$ cat src/rtl/kudelski_ro_meas_ctrl_if.sv
`default_nettype none
// +----------------------------------------------------------------------+
// | Module      : kudelski_ro_meas_ctrl_if                                |
// | Description : Bundle of request, RO and result signals between the    |
// |               RO measurement controller and its requester/RO wrapper. |
// | Revision    : 1.0 - initial release                                   |
// +----------------------------------------------------------------------+
interface kudelski_ro_meas_ctrl_if #(
  parameter int N_BITS = 8,
  parameter int CNT_W  = 16,
  parameter int WIN_W  = 16
);
  localparam int SEL_W = (N_BITS > 1) ? $clog2(N_BITS) : 1;

  logic              i_start;
  logic              i_abort;
  logic [SEL_W-1:0]  i_sel;
  logic [WIN_W-1:0]  i_win_len;
  logic              o_busy;
  logic              o_ro_en;
  logic [N_BITS-1:0] i_ro_clk;
  logic              o_cnt_valid;
  logic              i_cnt_ready;
  logic [CNT_W-1:0]  o_cnt;
  logic              o_cnt_sat;

  // Requester / RO wrapper side
  modport master (
    output i_start, i_abort, i_sel, i_win_len, i_ro_clk, i_cnt_ready,
    input  o_busy, o_ro_en, o_cnt_valid, o_cnt, o_cnt_sat
  );

  // Controller side
  modport slave (
    input  i_start, i_abort, i_sel, i_win_len, i_ro_clk, i_cnt_ready,
    output o_busy, o_ro_en, o_cnt_valid, o_cnt, o_cnt_sat
  );
endinterface
`default_nettype wire

$ cat src/rtl/kudelski_ro_meas_ctrl.sv
`default_nettype none
// +----------------------------------------------------------------------+
// | Module      : kudelski_ro_meas_ctrl                                   |
// | Description : Enables the RO array, selects one RO bit, counts its    |
// |               rising edges over a programmable window and returns     |
// |               the count on a valid/ready result port.                 |
// | Revision    : 1.0 - initial release                                   |
// +----------------------------------------------------------------------+
module kudelski_ro_meas_ctrl #(
  parameter int N_BITS        = 8,
  parameter int CNT_W         = 16,
  parameter int WIN_W         = 16,
  parameter int SETTLE_CYCLES = 4
) (
  input wire logic               i_clk,
  input wire logic               i_rst_n,
  kudelski_ro_meas_ctrl_if.slave bus
);
  localparam int SEL_W = (N_BITS > 1) ? $clog2(N_BITS) : 1;
  localparam int ST_W  = $clog2(SETTLE_CYCLES + 1);

  typedef enum logic [1:0] {
    ST_IDLE    = 2'd0,
    ST_SETTLE  = 2'd1,
    ST_MEASURE = 2'd2,
    ST_RESULT  = 2'd3
  } state_t;

  state_t            r_state;
  logic [SEL_W-1:0]  r_sel;
  logic [WIN_W-1:0]  r_win_rem;
  logic [ST_W-1:0]   r_settle;
  logic [CNT_W-1:0]  r_cnt;
  logic              r_sat;
  logic              r_busy;
  logic              r_ro_en;
  logic              r_valid;
  logic              r_sync1;
  logic              r_sync2;
  logic              r_prev;

  logic [SEL_W-1:0]  w_sel_in;
  logic              w_ro_bit;
  logic              w_edge;

  // Out-of-range selects fall back to bit 0 so the mux index is always legal
  assign w_sel_in = (int'(bus.i_sel) < N_BITS) ? bus.i_sel : '0;
  assign w_ro_bit = bus.i_ro_clk[r_sel];
  assign w_edge   = r_sync2 & ~r_prev;

  // Two-flop synchronizer plus history flop for rising-edge detection
  always_ff @(posedge i_clk) begin
    if (!i_rst_n) begin
      r_sync1 <= 1'b0;
      r_sync2 <= 1'b0;
      r_prev  <= 1'b0;
    end else begin
      r_sync1 <= w_ro_bit;
      r_sync2 <= r_sync1;
      r_prev  <= r_sync2;
    end
  end

  // Measurement sequencer with registered status/result outputs
  always_ff @(posedge i_clk) begin
    if (!i_rst_n) begin
      r_state   <= ST_IDLE;
      r_sel     <= '0;
      r_win_rem <= '0;
      r_settle  <= '0;
      r_cnt     <= '0;
      r_sat     <= 1'b0;
      r_busy    <= 1'b0;
      r_ro_en   <= 1'b0;
      r_valid   <= 1'b0;
    end else if (r_state != ST_IDLE && bus.i_abort) begin
      // Abort wins over every other transition; count is left as-is
      r_state <= ST_IDLE;
      r_busy  <= 1'b0;
      r_ro_en <= 1'b0;
      r_valid <= 1'b0;
    end else begin
      case (r_state)
        ST_IDLE: begin
          if (bus.i_start && !bus.i_abort) begin
            r_sel     <= w_sel_in;
            r_win_rem <= bus.i_win_len;
            r_settle  <= '0;
            r_cnt     <= '0;
            r_sat     <= 1'b0;
            r_busy    <= 1'b1;
            r_ro_en   <= 1'b1;
            r_state   <= ST_SETTLE;
          end
        end
        ST_SETTLE: begin
          if (r_settle == ST_W'(SETTLE_CYCLES - 1)) begin
            if (r_win_rem == '0) begin
              r_ro_en <= 1'b0;
              r_valid <= 1'b1;
              r_state <= ST_RESULT;
            end else begin
              r_state <= ST_MEASURE;
            end
          end else begin
            r_settle <= r_settle + ST_W'(1);
          end
        end
        ST_MEASURE: begin
          if (w_edge) begin
            if (r_cnt == '1) begin
              r_sat <= 1'b1;
            end else begin
              r_cnt <= r_cnt + CNT_W'(1);
            end
          end
          if (r_win_rem == WIN_W'(1)) begin
            r_ro_en <= 1'b0;
            r_valid <= 1'b1;
            r_state <= ST_RESULT;
          end else begin
            r_win_rem <= r_win_rem - WIN_W'(1);
          end
        end
        ST_RESULT: begin
          if (bus.i_cnt_ready) begin
            r_valid <= 1'b0;
            r_busy  <= 1'b0;
            r_state <= ST_IDLE;
          end
        end
        default: begin
          r_state <= ST_IDLE;
          r_busy  <= 1'b0;
          r_ro_en <= 1'b0;
          r_valid <= 1'b0;
        end
      endcase
    end
  end

  assign bus.o_busy      = r_busy;
  assign bus.o_ro_en     = r_ro_en;
  assign bus.o_cnt_valid = r_valid;
  assign bus.o_cnt       = r_cnt;
  assign bus.o_cnt_sat   = r_sat;

  // Result must not move while the consumer is stalling
  a_cnt_stable : assert property (@(posedge i_clk) disable iff (!i_rst_n)
    (r_valid && !bus.i_cnt_ready) |=> ($stable(r_cnt) && $stable(r_sat)));

  // RO array is never enabled outside settle/measure
  a_ro_en_off : assert property (@(posedge i_clk) disable iff (!i_rst_n)
    (r_state == ST_IDLE || r_state == ST_RESULT) |-> !r_ro_en);

endmodule
`default_nettype wire

$ cat src/flat_wrapper.sv
// flat-port wrapper written by rule: the top's interface ports become plain ports
module kudelski_ro_meas_ctrl_flat 
#(
  parameter int N_BITS        = 8,
  parameter int CNT_W         = 16,
  parameter int WIN_W         = 16,
  parameter int SETTLE_CYCLES = 4
)
  (i_clk, i_rst_n, bus_i_start, bus_i_abort, bus_i_sel, bus_i_win_len, bus_i_ro_clk, bus_i_cnt_ready, bus_o_busy, bus_o_ro_en, bus_o_cnt_valid, bus_o_cnt, bus_o_cnt_sat);
  kudelski_ro_meas_ctrl_if #(.N_BITS(N_BITS), .CNT_W(CNT_W), .WIN_W(WIN_W)) bus_i ();
  input wire logic i_clk;
  input wire logic i_rst_n;
  input wire logic [$bits(bus_i.i_start)-1:0] bus_i_start;
  input wire logic [$bits(bus_i.i_abort)-1:0] bus_i_abort;
  input wire logic [$bits(bus_i.i_sel)-1:0] bus_i_sel;
  input wire logic [$bits(bus_i.i_win_len)-1:0] bus_i_win_len;
  input wire logic [$bits(bus_i.i_ro_clk)-1:0] bus_i_ro_clk;
  input wire logic [$bits(bus_i.i_cnt_ready)-1:0] bus_i_cnt_ready;
  output wire logic [$bits(bus_i.o_busy)-1:0] bus_o_busy;
  output wire logic [$bits(bus_i.o_ro_en)-1:0] bus_o_ro_en;
  output wire logic [$bits(bus_i.o_cnt_valid)-1:0] bus_o_cnt_valid;
  output wire logic [$bits(bus_i.o_cnt)-1:0] bus_o_cnt;
  output wire logic [$bits(bus_i.o_cnt_sat)-1:0] bus_o_cnt_sat;
  assign bus_i.i_start = bus_i_start;
  assign bus_i.i_abort = bus_i_abort;
  assign bus_i.i_sel = bus_i_sel;
  assign bus_i.i_win_len = bus_i_win_len;
  assign bus_i.i_ro_clk = bus_i_ro_clk;
  assign bus_i.i_cnt_ready = bus_i_cnt_ready;
  assign bus_o_busy = bus_i.o_busy;
  assign bus_o_ro_en = bus_i.o_ro_en;
  assign bus_o_cnt_valid = bus_i.o_cnt_valid;
  assign bus_o_cnt = bus_i.o_cnt;
  assign bus_o_cnt_sat = bus_i.o_cnt_sat;
  kudelski_ro_meas_ctrl #(.N_BITS(N_BITS), .CNT_W(CNT_W), .WIN_W(WIN_W), .SETTLE_CYCLES(SETTLE_CYCLES)) u_core (.i_clk(i_clk), .i_rst_n(i_rst_n), .bus(bus_i));
endmodule
$ cat config.mk
export PLATFORM = sky130hd
export DESIGN_NAME = kudelski_ro_meas_ctrl_flat
export DESIGN_NICKNAME = d
export VERILOG_FILES = /design/src/rtl/kudelski_ro_meas_ctrl_if.sv /design/src/rtl/kudelski_ro_meas_ctrl.sv /design/src/flat_wrapper.sv
export SDC_FILE = /design/constraint.sdc
export NUM_CORES = 1
export LEC_CHECK = 0
export CAP_MARGIN = 10
export CORE_MARGIN = 3
export CORE_UTILIZATION = 53
export DETAILED_ROUTE_END_ITERATION = 8
export PLACE_DENSITY = 0.77
export SYNTH_ARGS = -nofsm -noshare
export SYNTH_HDL_FRONTEND = slang
export SYNTH_SLANG_ARGS = --single-unit
$ cat constraint.sdc
create_clock -name i_clk -period 2.4 [get_ports i_clk]
set_clock_uncertainty 0.05 [all_clocks]
set_input_delay 0.24 -clock i_clk [delete_from_list [all_inputs] [get_ports i_clk]]
set_output_delay 0.24 -clock i_clk [all_outputs]
set_load 0.005 [all_outputs]
== After elaboration in Yosys (flattened, before gate mapping) ==
Cells that the tools add are included.
Storage, ports and cells
  register bits: 47
  input port bits: 32
  output and inout bits: 20
  logic and storage cells: 90
Operators by class
  add/subtract/negate cells: 3
  $lt $le $gt $ge: 1
  equality and inequality tests: 16
  mux-type cells: 33
  bitwise operators: 4
  reduce and logical (&&, ||, !) cells: 21
Operators with widths (count)
  16-bit 2-to-1 mux: 5
  16-bit one-hot mux with 2 select lines: 2
  5-bit AND reduction: 4
  16-bit by 1-bit adder with 16-bit output (second input constant): 1
  16-bit by 1-bit == test with 1-bit output (second input constant): 1
  16-bit == test (second input constant): 1
  16-bit zero test: 1
  16-bit by 1-bit subtractor with 16-bit output (second input constant): 1
  1-bit 2-to-1 mux: 13
  2-bit by 1-bit != test with 1-bit output (second input constant): 6
  4-bit AND reduction: 3
  2-bit 2-to-1 mux: 4
  2-bit != test (second input constant): 4
  2-bit one-hot mux with 4 select lines: 1
  2-bit nonzero test: 4
  3-bit 2-to-1 mux: 2
  1-bit one-hot mux with 3 select lines: 2
  3-bit one-hot mux with 2 select lines: 1
  3-bit AND reduction: 2
  3-bit nonzero test: 2
  2-bit == test (second input constant): 2
  3-bit by 4-bit < comparator with 1-bit output (second input constant): 1
  1-bit one-hot mux with 2 select lines: 2
  3-bit by 1-bit adder with 3-bit output (second input constant): 1
  other kinds (9): 12

== Logic depth before layout (Yosys ltp) ==
Gate-level depths: netlist of run 1.
  word-level depth: 4
  mapped depth: 8
  mapped depth without buffers: 7

== Worst setup path after synthesis of run 1 ==
No wires, ideal clock.
  path type: reg2reg
  from: reg u_core.r_state[0]
  to: reg u_core.r_cnt[15] (netlist: u_core.bus.o_cnt[15])
  setup time: 59 ps
  data arrival time: 2027 ps
  data required time: 2291 ps
  path slack: 264 ps
  stages on the path, launching flop included: 8
  buffers on the path: 0
  clock period less this slack: 2136 ps
  cells stage by stage: dfxtp_1 -> inv_1 -> ha_1 -> and4bb_4 -> nor3_4 -> a2111o_1 -> or4_1 -> nand2_1
Between the ends
  cells in the longest elaborated chain, start to end: 4
  elaborated cells between the ends (all ways): 11
  classes of those cells: eq/ne (4); mux (1); bitwise (1); reduce/logical (5)
RTL lines
  start: declaration: RTL line kudelski_ro_meas_ctrl.sv:29  | state_t r_state;
  start signal: assignment: RTL line kudelski_ro_meas_ctrl.sv:67  | r_state <= ST_IDLE;
  start signal: assignment: RTL line kudelski_ro_meas_ctrl.sv:78  | r_state <= ST_IDLE;
  start signal: assignment: RTL line kudelski_ro_meas_ctrl.sv:93  | r_state <= ST_SETTLE;
  parallel branches: the longest is 4 deep, another holds 5-bit AND reduction
  end signal: assignment: RTL line kudelski_ro_meas_ctrl.sv:114  | r_cnt <= r_cnt + CNT_W'(1);
  end: declaration: RTL line kudelski_ro_meas_ctrl.sv:33  | logic [CNT_W-1:0] r_cnt;
Parallel ways; which one is timed is not known.
A chain may end at the register's enable or synchronous reset.

== Final worst setup path of run 1 ==
Ends and elaborated chain as after synthesis.

==> flow_summary.yaml, run 1 <==
run_status:
  outcome: "finished, final reports clean"
cts:
  numCtsBuffers: 5
  hold_buffers: 0
  insertion_delay_ns: 0.30
  clk_pin_slew_ns: 0.08
  clk_path_buf_depth: 2
  cts_root_buf: "clkbuf_8"
  htreeDepth: 2
  cts_tree: "yes"
  cts.sinks: 47
setup_path:
  critPathArrivalTime_ns: 2.46
  path_buf_inv: 1
  slowest_delay_ns: 0.47
  critPathTopFamily: "simple AND/OR/NAND/NOR gates"
  path_max_fanout: 10
  critical_path_class: "reg2reg"
  crit_path_end_kind: "flop"
  critPathLaunchType: "flop"
  cp_slowest_cell: "a2111o_1"
  path_cells: "inv_1 -> ha_1 -> and4bb_4 -> nor3_4 -> a2111o_1 -> or4_1 -> nand2_1"
  crit_required_ns: 2.60
yosys:
  synth-seq-cells: 47
  syn_area_mm2: 0.00282
  synth.yosys.warnings: 0
  syn_nets: 375
  syn_avg_cell_area_um2: 8.52
  synth_cell_types: 71
  synth_ff_type: "dfxtp_1"
  synth-edff-count: 0
  synth_seq_area_share: 0.334
  synthArstFlopShare: 0
  synth_cells: 331
timing:
  tightest_slew_ns: 0.735
  finalSetupViolCount: 0
  rsz0062_at_grt: "no"
  post-route-period-util: 0.943
  max-slew-margin-rel: 0.506
  fmax_mhz: 442
  setup-tns-final_ns: 0
  hold_violations: 0
  hold_slack_ns: 0.397
  slew_violations: 0
  period_needed_ns: 2.26
floorplanning:
  rows: 25
  dieArea_mm2: 0.00623
  die_y_um: 78.9
  start_util: 0.570
  coreArea_mm2: 0.00494
  io_pins: 52
  die_x_um: 78.9
placement:
  place_area_mm2: 0.00348
  port_buffers: 51
  place.gp.congestion: 0.898
  dp.final_hpwl_um: 5260
cells_and_area:
  areaGrowthSynthToFinish_pct: 26.7
  drive_gt1_frac: 0.112
  utilization: 0.723
  nNetsFinal: 437
  num_antenna_cells: 0
  multi_input_area_mm2: 0.00176
  fillerInstances: 429
  regArea_um2: 942
  final_cell_area_mm2: 0.00357
global_routing:
  grt_max_degree: 21
  antenna_found_initial: 0
  grt_use_total: 0.233
  first_global_vias: 2557
  gr-total-overflow: 0
  grt_pass1_wl_um: 11800
detailed_routing:
  via_count: 2743
  detail-route-antenna-nets: 0
  wirelength_um: 6960
  first_iter_violations: 190
  avgViaCountPerCell: 5.95
  firstDrtPassIters: 5
  drc_errors: 0
  wl_per_cell_um: 15.1
power:
  powerDensity_mw_per_mm2: 764
  max-vdd-ir-drop_mv: 0.672
  leakagePower_uw: 0.00125
hold_path:
  hold_path.class: "reg2reg"
run:
  cap_violations: 0
power by group:
group,switching (uW),internal [uW]
logic,685,564
registers,130,890
clock network,254,205
path summary, 6_finish.rpt:
kind / startpoint / endpoint / slack [ns] / cells past startpoint
worst min-delay path: u_core.r_sync1 / u_core.r_sync2 / 0.40 / 1
worst min register to register: u_core.r_sync1 / u_core.r_sync2 / 0.40 / 1
worst max register to register: u_core.r_state[0] / u_core.bus.o_cnt[15] / 0.14 / 7
worst max-delay path: u_core.r_state[0] / u_core.bus.o_cnt[15] / 0.14 / 7
layout by cell type, fill, tap and decap left out, drive strengths merged, types with 3 or more instances in the layout:
cell / n
clkdlybuf4s50: 51
dfxtp: 47
nor2: 36
nand2: 27
a21oi: 20
buf: 17
nand3: 16
inv: 14
o21ai: 13
ha: 12
nand4: 12
nor3: 12
a211oi: 11
xnor2: 9
mux2i: 7
clkbuf: 7
a31oi: 6
or4: 5
nor4: 5
nand2b: 4
or3: 4
o211ai: 4
and2: 3
o221ai: 3
o21a: 3
a22oi: 3
xor2: 3
a2111oi: 3
and3: 3
cells by family (layout without fill, tap and decap cells):
logic type | count (synthesis) | count (layout) | share of synthesized area
buffers and inverters | 28 | 91 | 0.0453
multiplexers | 10 | 10 | 0.0448
AND/OR/NAND/NOR | 137 | 137 | 0.266
XOR/XNOR | 12 | 12 | 0.0373
adder cells (fa/ha/maj) | 12 | 12 | 0.0533
AO/OA/AOI/OAI | 85 | 85 | 0.219
flip-flops | 47 | 47 | 0.334
area by class of cell:
cell class                      instances  share of cell area
Clock buffer                            7              0.0214
Clock inverter                          1             0.00140
Tap cell                               67              0.0235
Sequential cell                        47               0.264
Timing Repair Buffer                   68               0.182
Multi-Input combinational cell        256               0.492
Inverter                               15              0.0158
sequential cells by signal, summed over array words and instances (netlist names):
name                    cells
u_core.bus.o_busy           1
u_core.bus.o_cnt           16
u_core.bus.o_cnt_sat        1
u_core.bus.o_cnt_valid      1
u_core.bus.o_ro_en          1
u_core.r_prev               1
u_core.r_sel                3
u_core.r_settle             3
u_core.r_state              2
u_core.r_sync1              1
u_core.r_sync2              1
u_core.r_win_rem           16
synth_stat cells, types with 3 or more instances:
library cell  count  share of area
o21ai_1           4         0.0071
nor2_1           36          0.048
or4_1             5          0.013
inv_1            13          0.017
ha_1             12          0.053
o211ai_1          3         0.0080
and2_1            3         0.0067
o21ai_0           9          0.016
nor3_1           10          0.018
o21a_1            3         0.0080
nand4_1          11          0.024
nand2_1          26          0.035
dfxtp_1          47           0.33
nand2b_1          4         0.0089
a2111oi_0         3         0.0093
a22oi_1           3         0.0080
a211oi_1         11          0.029
o221ai_1          3         0.0093
mux2i_1           7          0.025
xnor2_1           9          0.028
or3_1             4         0.0089
clkbuf_1          9          0.012
xor2_1            3         0.0093
a31oi_1           6          0.013
nand3_1          14          0.025
a21oi_1          19          0.034
nor4_1            3         0.0067
metal layers:
| metal | wire (um) | up-vias | GRT usage |
|---|---|---|---|
| met5 | 0 | - | 0 |
| met4 | 76 | 0 | 0.0601 |
| met3 | 448 | 7 | 0.0510 |
| met2 | 3170 | 99 | 0.368 |
| met1 | 3260 | 1264 | 0.323 |
| li1 | - | 1373 | - |
through the flow:
step / setup WS, ns / cells / total power [uW]
after global placement: 0.205 / 453 / 2240
after floorplan: 0.264 / 331 / 1840
after detailed placement: 0.102 / 453 / 2250
final: 0.137 / 461 / 2730
after global routing: 0.00166 / 461 / 2920
after CTS: 0.0757 / 461 / 2710
worst register-to-register path: cells and delay by family (launching register included):
kind                       cells  cell delay, ns
and+or+nand+nor                4            0.94
AOI/OAI and AO/OA              1            0.47
DFF                            1            0.38
adders and majority gates      1            0.27
buffers and inverters          1            0.10
repair_timing:
item / 4_1_cts / 5_1_grt
setup endpoints to repair: 0 / 3
endpoints found under the hold margin: 0 / 0
buffers inserted: 0 / 0
gates resized for setup: 0 / 2
(Power assumes the default switching activity.)
==> inputs of run 2 (changes only) <==
Settings changed: TNS_END_PERCENT set to 100.
==> results of run 2 <==
Same layout as run 1: the final DEF is identical, and so are final timing and power.
